$ cat config.mk
export PLATFORM = sky130hd
export DESIGN_NAME = ifetch_ctrl
export DESIGN_NICKNAME = d
export VERILOG_FILES = /design/src/rtl/ifetch_ctrl_pkg.sv /design/src/rtl/ifetch_ctrl.sv
export SDC_FILE = /design/constraint.sdc
export NUM_CORES = 1
export LEC_CHECK = 0
export ABC_AREA = 1
export CORE_UTILIZATION = 48
export CTS_BUF_LIST = sky130_fd_sc_hd__clkbuf_4
export DETAILED_ROUTE_END_ITERATION = 6
export GPL_TIMING_DRIVEN = 0
export HOLD_SLACK_MARGIN = 0.12
export PLACE_DENSITY = 0.85
export RECOVER_POWER = 50
export SLEW_MARGIN = 20
export SYNTH_ARGS = -nofsm -noshare
export SYNTH_HDL_FRONTEND = slang
export SYNTH_SLANG_ARGS = --single-unit
$ cat constraint.sdc
create_clock -name clk -period 2 [get_ports clk]
set_clock_uncertainty 0.2 [all_clocks]
set_input_delay 0.4 -clock clk [delete_from_list [all_inputs] [get_ports clk]]
set_output_delay 0.4 -clock clk [all_outputs]
set_load 0.02 [all_outputs]
$ cat src/rtl/ifetch_ctrl_pkg.sv
// Shared sizes, NOP encoding and fetch FSM state encoding for the instruction
// fetch controller.
package ifetch_ctrl_pkg;

  localparam int PC_SIZE    = 32;
  localparam int INSTR_SIZE = 32;

  // addi x0,x0,0
  localparam logic [INSTR_SIZE-1:0] NOP_ENC = 32'h0000_0013;

  typedef enum logic [1:0] {
    ST_REQ  = 2'd0,
    ST_WAIT = 2'd1,
    ST_HOLD = 2'd2,
    ST_DROP = 2'd3
  } fetch_state_e;

endpackage

$ cat src/rtl/ifetch_ctrl.sv
// Single-outstanding instruction fetch controller: issues one word request,
// holds the returned word for decode, and handles redirects without PC math.
module ifetch_ctrl
  import ifetch_ctrl_pkg::*;
#(
  parameter logic [PC_SIZE-1:0]    RESET_PC  = 32'h0000_0000,
  parameter logic [INSTR_SIZE-1:0] NOP_INSTR = NOP_ENC
) (
  input  logic                  clk,
  input  logic                  rst,
  output logic                  imem_req_valid,
  output logic [PC_SIZE-1:0]    imem_req_addr,
  input  logic                  imem_req_ready,
  input  logic                  imem_rsp_valid,
  input  logic [INSTR_SIZE-1:0] imem_rsp_data,
  output logic                  if_valid,
  output logic [INSTR_SIZE-1:0] if_instr,
  output logic [PC_SIZE-1:0]    if_pc,
  input  logic                  id_ready,
  input  logic [PC_SIZE-1:0]    pc_next,
  input  logic                  instr_nop_sel,
  input  logic                  flush,
  input  logic [PC_SIZE-1:0]    flush_pc
);

  fetch_state_e          state_r;
  fetch_state_e          state_nxt_s;
  logic [PC_SIZE-1:0]    req_addr_r;
  logic [PC_SIZE-1:0]    req_addr_nxt_s;
  logic                  pend_r;
  logic                  pend_nxt_s;
  logic [PC_SIZE-1:0]    pend_pc_r;
  logic [PC_SIZE-1:0]    pend_pc_nxt_s;
  logic                  capture_s;
  logic [INSTR_SIZE-1:0] instr_r;
  logic [PC_SIZE-1:0]    pc_r;

  // State register
  always_ff @(posedge clk) begin
    if (rst) begin
      state_r <= ST_REQ;
    end else begin
      state_r <= state_nxt_s;
    end
  end

  // Next-state and next-datapath decode
  always_comb begin
    state_nxt_s    = state_r;
    req_addr_nxt_s = req_addr_r;
    pend_nxt_s     = pend_r;
    pend_pc_nxt_s  = pend_pc_r;
    capture_s      = 1'b0;
    case (state_r)
      ST_REQ: begin
        if (imem_req_ready) begin
          // A redirect seen while the request was stalled (or right now)
          // makes the accepted word stale, so its response must be dropped.
          if (flush || pend_r) begin
            state_nxt_s    = ST_DROP;
            req_addr_nxt_s = flush ? flush_pc : pend_pc_r;
            pend_nxt_s     = 1'b0;
          end else begin
            state_nxt_s = ST_WAIT;
          end
        end else begin
          if (flush) begin
            pend_nxt_s    = 1'b1;
            pend_pc_nxt_s = flush_pc;
          end else begin
            pend_nxt_s = pend_r;
          end
        end
      end
      ST_WAIT: begin
        if (flush) begin
          req_addr_nxt_s = flush_pc;
          state_nxt_s    = imem_rsp_valid ? ST_REQ : ST_DROP;
        end else if (imem_rsp_valid) begin
          capture_s   = 1'b1;
          state_nxt_s = ST_HOLD;
        end else begin
          state_nxt_s = ST_WAIT;
        end
      end
      ST_HOLD: begin
        if (flush) begin
          req_addr_nxt_s = flush_pc;
          state_nxt_s    = ST_REQ;
        end else if (id_ready) begin
          req_addr_nxt_s = pc_next;
          state_nxt_s    = ST_REQ;
        end else begin
          state_nxt_s = ST_HOLD;
        end
      end
      ST_DROP: begin
        if (flush) begin
          req_addr_nxt_s = flush_pc;
        end else begin
          req_addr_nxt_s = req_addr_r;
        end
        if (imem_rsp_valid) begin
          state_nxt_s = ST_REQ;
        end else begin
          state_nxt_s = ST_DROP;
        end
      end
      default: begin
        state_nxt_s = ST_REQ;
      end
    endcase
  end

  // Fetch address, pending redirect target and held instruction registers
  always_ff @(posedge clk) begin
    if (rst) begin
      req_addr_r <= RESET_PC;
      pend_r     <= 1'b0;
      pend_pc_r  <= RESET_PC;
      instr_r    <= NOP_INSTR;
      pc_r       <= RESET_PC;
    end else begin
      req_addr_r <= req_addr_nxt_s;
      pend_r     <= pend_nxt_s;
      pend_pc_r  <= pend_pc_nxt_s;
      if (capture_s) begin
        instr_r <= imem_rsp_data;
        pc_r    <= req_addr_r;
      end
    end
  end

  // Output decode; the request is masked while reset is held
  always_comb begin
    imem_req_valid = 1'b0;
    if_valid       = 1'b0;
    if_instr       = instr_r;
    if ((state_r == ST_REQ) && !rst) begin
      imem_req_valid = 1'b1;
    end else begin
      imem_req_valid = 1'b0;
    end
    if (state_r == ST_HOLD) begin
      if_valid = 1'b1;
    end else begin
      if_valid = 1'b0;
    end
    if (instr_nop_sel) begin
      if_instr = NOP_INSTR;
    end else begin
      if_instr = instr_r;
    end
  end

  assign imem_req_addr = req_addr_r;
  assign if_pc         = pc_r;

endmodule

; Yosys cells after proc, flatten, opt, wreduce, memory -nomap -nowiden
; Index checks and enable logic that the tools add are counted.
[classes]
n_addsub = 0
mul = 0
n_div = 0
magnitude_cmp = 0
n_eq_ne = 8
n_shift = 0
mux = 24
bitwise = 1
reduce_logical = 9
[ops]
columns = op, count
row1 = $mux 32, 7
row2 = $pmux 32 s3, 1
row3 = $mux 2, 7
row4 = $mux 1, 8
row5 = $pmux 2 s4, 1
row6 = $eq 2x2->1 const B, 2
row7 = $ne 2x1->1 const B, 2
row8 = $ne 2x2->1 const B, 2
row9 = $reduce_and 4->1, 1
row10 = $ne 3x3->1 const B, 1
row11 = $reduce_and 3->1, 1
row12 = $eq 2x1->1 const B, 1
row13 = $logic_not 2->1, 1
row14 = $reduce_and 2->1, 1
row15 = $reduce_bool 2->1, 1
row16 = $reduce_or 2->1, 1
row17 = $logic_and 1x1->1, 1
row18 = $logic_not 1->1, 1
row19 = $logic_or 1x1->1, 1
row20 = $not 1->1, 1
[word_totals]
reg_bits = 131
latch_bits = 0
mem_bits_rw = 0
romBits = 0
output_inout_bits = 98
word_cells = 48
n_memories = 0

; Depth between registers and ports, before layout
[logic_depth]
depth_word = 4
depth_mapped = 10

; Worst setup path after synthesis
; No wires, ideal clock.
[synth_path]
path_kind = input -> register
startpoint = in flush
endpoint = reg pc_r[2], in the netlist if_pc[2]
setup_time_ps = 70
t_arrival_ps = 1616
required_time_ps = 1730
path_slack_ps = 114
stages = 10
path_buffers = 5
path_cell_list = buf_2 -> inv_2 -> buf_4 -> buf_4 -> ha_1 -> nand2_2 -> buf_6 -> buf_4 -> nand2_1 -> a21oi_1
[synth_between]
elab_chain_cells = 2
[synth_rtl]
columns = element, line_no
row1 = "start, declared", ifetch_ctrl.sv:22  ; input logic flush,
row2 = $mux 1, ifetch_ctrl.sv:76  ; if (flush) begin
row3 = $mux 1, ifetch_ctrl.sv:54  ; case (state_r)
row4 = "end signal, assigned", ifetch_ctrl.sv:129  ; pc_r <= req_addr_r;
row5 = "end, declared", ifetch_ctrl.sv:36  ; logic [PC_SIZE-1:0] pc_r;
; No other way between the ends.
; A chain may end at the register's enable or synchronous reset.

; Worst setup path in the final report
[layout_path]
startpoint = in flush
endpoint = reg state_r[0]
[layout_between]
elab_chain_cells = 2
[layout_rtl]
columns = element, line_no
row1 = "$mux 2, on equally long branches", "ifetch_ctrl.sv:87, ifetch_ctrl.sv:76"
row2 = $pmux 2 s4 *, ifetch_ctrl.sv:54
row3 = "end signal, assigned", ifetch_ctrl.sv:43  ; state_r <= state_nxt_s;
row4 = "end, declared", ifetch_ctrl.sv:26  ; fetch_state_e state_r;
; Every way passes the cells marked *; elsewhere a longest branch is shown, timed or not.

==> results.yml <==
sta:
  finalMaxSlewViolations: 0
  fmax_ghz: 0.511
  worstMarginPinSlew_ns: 0.557
  setup-violations-final: 0
  final.min_clock_period_ns: 1.96
  hold_viol_final: 1
  max-slew-margin-rel_pct: 62.9
  rsz0062_at_grt: "true"
  fin_crit_sh_pct: 97.9
  whs_ns: -0.00740
power:
  p_seq_share_pct: 38.4
  vdd_drop_max_mv: 0.400
  p_sw_mw: 2.96
  p_sw_share_pct: 35.4
  intPower_mw: 5.39
  finalPower_mw: 8.35
  leakage_nw: 4.24
  pwr-share-clk_pct: 26.9
  combPwrFrac_pct: 34.7
  power_density_nw_per_um2: 943
hold_path:
  whs_path_depth: 2
  min_from: "rst"
  hold_class: "input pin to flop"
  whs_endpoint: "if_pc[1]"
placed_design:
  numPortBuffers: 199
  place_hpwl_mm: 14.5
  place_congestion: 0.877
floorplanning:
  die-area_um2: 13700
  num_rows: 41
  initial_utilization_pct: 49.8
  die_width_um: 117
  coreArea_um2: 12800
  pin_count: 201
  die_h_um: 117
global_route:
  grtUsageTotal_pct: 28.6
  grt_pass1_vias: 6222
  grt_pass1_wl_mm: 29.9
  gr-total-overflow: 0
  antenna_found_initial: 1
  grt_max_degree: 19
critical_path:
  r2r_start: "state_r[0]"
  cp.required_ns: 2.21
  rrSetupSlack_ns: 0.07
  critPathKind: "input pin to flop"
  arrival_ns: 2.17
  r2r-end: "state_r[0]"
  start_kind: "input pin"
  r2r_cells: 6
  critPathCaptureType: "flop"
  cp_max_fo: 11
route:
  wl_met1_mm: 8.13
  via_per_inst: 5.02
  drt-wirelength-per-cell_um: 13.9
  wl_met3_mm: 1.58
  vias: 6937
  ant_nets: 0
  drtIter0Drc: 508
  remaining_drc_errors: 0
  highest_layer: "met4"
  wl_mm: 19.3
  dr.pass1.iters: 5
  routed-wl-met2_mm: 9.26
layout:
  syn2layout_area_growth_pct: 39.4
  postLayoutCoreUtil_pct: 69.4
  drive_gt1_share_pct: 12.1
  layout.nets: 1303
yosys:
  syn_inst: 971
  synth_nets: 1077
  seq_area_frac_synth_pct: 41.2
  ys_top_cells_by_area: "dfxtp_1, nand2_1, nor2_1, a21oi_1, o21ai_0"
  yosysTopAreaCell: "dfxtp_1"
  syn_avg_cell_area_um2: 6.55
  synth_top_area_share_pct: 41.2
  synthDistinctLibCells: 27
  syn-cell-area_um2: 6360
  yosys_warnings: 0
  synth-seq-cells: 131
cts:
  ctsHtreeMaxLevel: 4
  clkSinkCount: 131
  cts_buffer_depth: 2
  cts_buffers: 17
  path_clk_slew_ns: 0.12
  cts_tree: "built"
  clk-insertion-delay-late_ns: 0.53
  cts_root_buf: "clkbuf_4"
outcome:
  violations: "hold timing"
  status: "finished, violations left"
run:
  drv_cap: 0
-- critical path, cell delays in order --
cell and delay [ns]:
clkdlybuf4s15_1 0.23, buf_6 0.12, inv_2 0.03, buf_4 0.16
buf_4 0.19, ha_1 0.18, o31ai_1 0.23, nor3_1 0.06
dlygate4sd3_1 0.55
-- sequential cells by signal, summed over array words and instances, names as in the netlist --
register,flops
state_r,2
imem_req_addr,32
pend_r,1
if_pc,32
instr_r,32
pend_pc_r,32
-- power by group through the flow --
stage	Sequential, mW	Combinational, mW	Clock, mW
floorplan	3.43	1.63	0
global placement	3.25	2.92	0
detailed placement	3.26	2.96	0
CTS	3.20	2.89	2.27
global route	3.25	3.20	2.38
finish	3.21	2.90	2.25
-- metal layers --
metal	vias up	global-route usage, %
met4	0	9.87
met1	3093	34.5
met3	23	6.69
li1	3506	-
met5	-	0
met2	315	49.8
-- layout make-up --
type,count,area [um^2]
inverters,38,143
plain buffers,63,403
clock inverters,14,235
repair buffers,211,1890
flip-flops and latches,131,2630
multi-input cells,735,3210
fillers,1091,3910
diodes,1,2.50
clock buffers,18,135
well taps,172,215
-- metrics by stage --
| stage | TNS [ns] | worst slack, ns | hold WS [ns] | cells | area (um^2) |
|---|---|---|---|---|---|
| floorplan | 0 | 0.114 | 0.230 | 971 | 6360 |
| global placement | -72.92 | -0.706 | 0.240 | 1342 | 8570 |
| detailed placement | -77.52 | -0.776 | 0.246 | 1342 | 8570 |
| CTS | -0.151 | -0.151 | -0.0366 | 1379 | 8910 |
| global route | -0.0248 | -0.0248 | -0.0448 | 1383 | 8860 |
| finish | 0 | 0.0415 | -0.00740 | 1383 | 8860 |
-- Yosys cell counts --
| library cell | count |
|---|---|
| nand2_1 | 364 |
| nor2_1 | 160 |
| dfxtp_1 | 131 |
| a21oi_1 | 62 |
| o21ai_0 | 55 |
| nand3_1 | 35 |
| inv_1 | 33 |
| buf_2 | 28 |
| o21bai_1 | 22 |
| clkbuf_1 | 19 |
| buf_4 | 13 |
| o21bai_2 | 10 |
| buf_6 | 6 |
| o21ai_1 | 6 |
| inv_2 | 5 |
| nand2_2 | 5 |
| ha_1 | 3 |
| or2_2 | 3 |
| nand2_4 | 2 |
| nor2_4 | 2 |
| a211oi_1 | 1 |
| a31oi_1 | 1 |
| buf_1 | 1 |
| nand3_2 | 1 |
| nor3_1 | 1 |
| o21ai_2 | 1 |
| o31ai_1 | 1 |
-- placed cells by master (no fill, tap or decap), drive strengths merged, types with 2 or more instances in the layout --
| cell type | instances |
|---|---|
| o21bai | 32 |
| clkdlybuf4s15 | 6 |
| nand3 | 36 |
| dfxtp | 131 |
| nor2 | 162 |
| a21oi | 62 |
| inv | 38 |
| clkbuf | 58 |
| ha | 3 |
| bufinv | 6 |
| clkinv | 6 |
| clkinvlp | 2 |
| o21ai | 62 |
| buf | 59 |
| dlygate4sd2 | 68 |
| dlygate4sd3 | 2 |
| or2 | 3 |
| nand2 | 371 |
| clkdlybuf4s50 | 99 |
-- timing repair --
action	4_1_cts	5_1_grt
hold buffers	1	1
hold endpoints to repair	5	4
gates resized for setup	144	54
pin swaps	3	2
endpoints found under the setup margin	162	30
setup buffers	5	5
-- logic make-up (layout without fill, tap and decap cells) --
group	Yosys count	count (layout)	synth area share (%)
AND/OR/NAND/NOR	573	573	35.4
AO/OA/AOI/OAI	159	159	14.5
flip-flops	131	131	41.2
buffers and inverters	105	344	8.22
adder cells (fa/ha/maj)	3	3	0.590
other	0	1	0
-- how the worst max path moves through the flow --
stage / to / slack [ns] / from
after floorplan: if_pc[2] / 0.11 / flush
after global placement: instr_r[11] / -0.71 / flush
after detailed placement: instr_r[5] / -0.78 / flush
after CTS: imem_req_valid / -0.15 / state_r[0]
after global routing: imem_req_valid / -0.02 / state_r[0]
final: state_r[0] / 0.04 / flush
No activity file was read; power rests on OpenSTA's default activity.
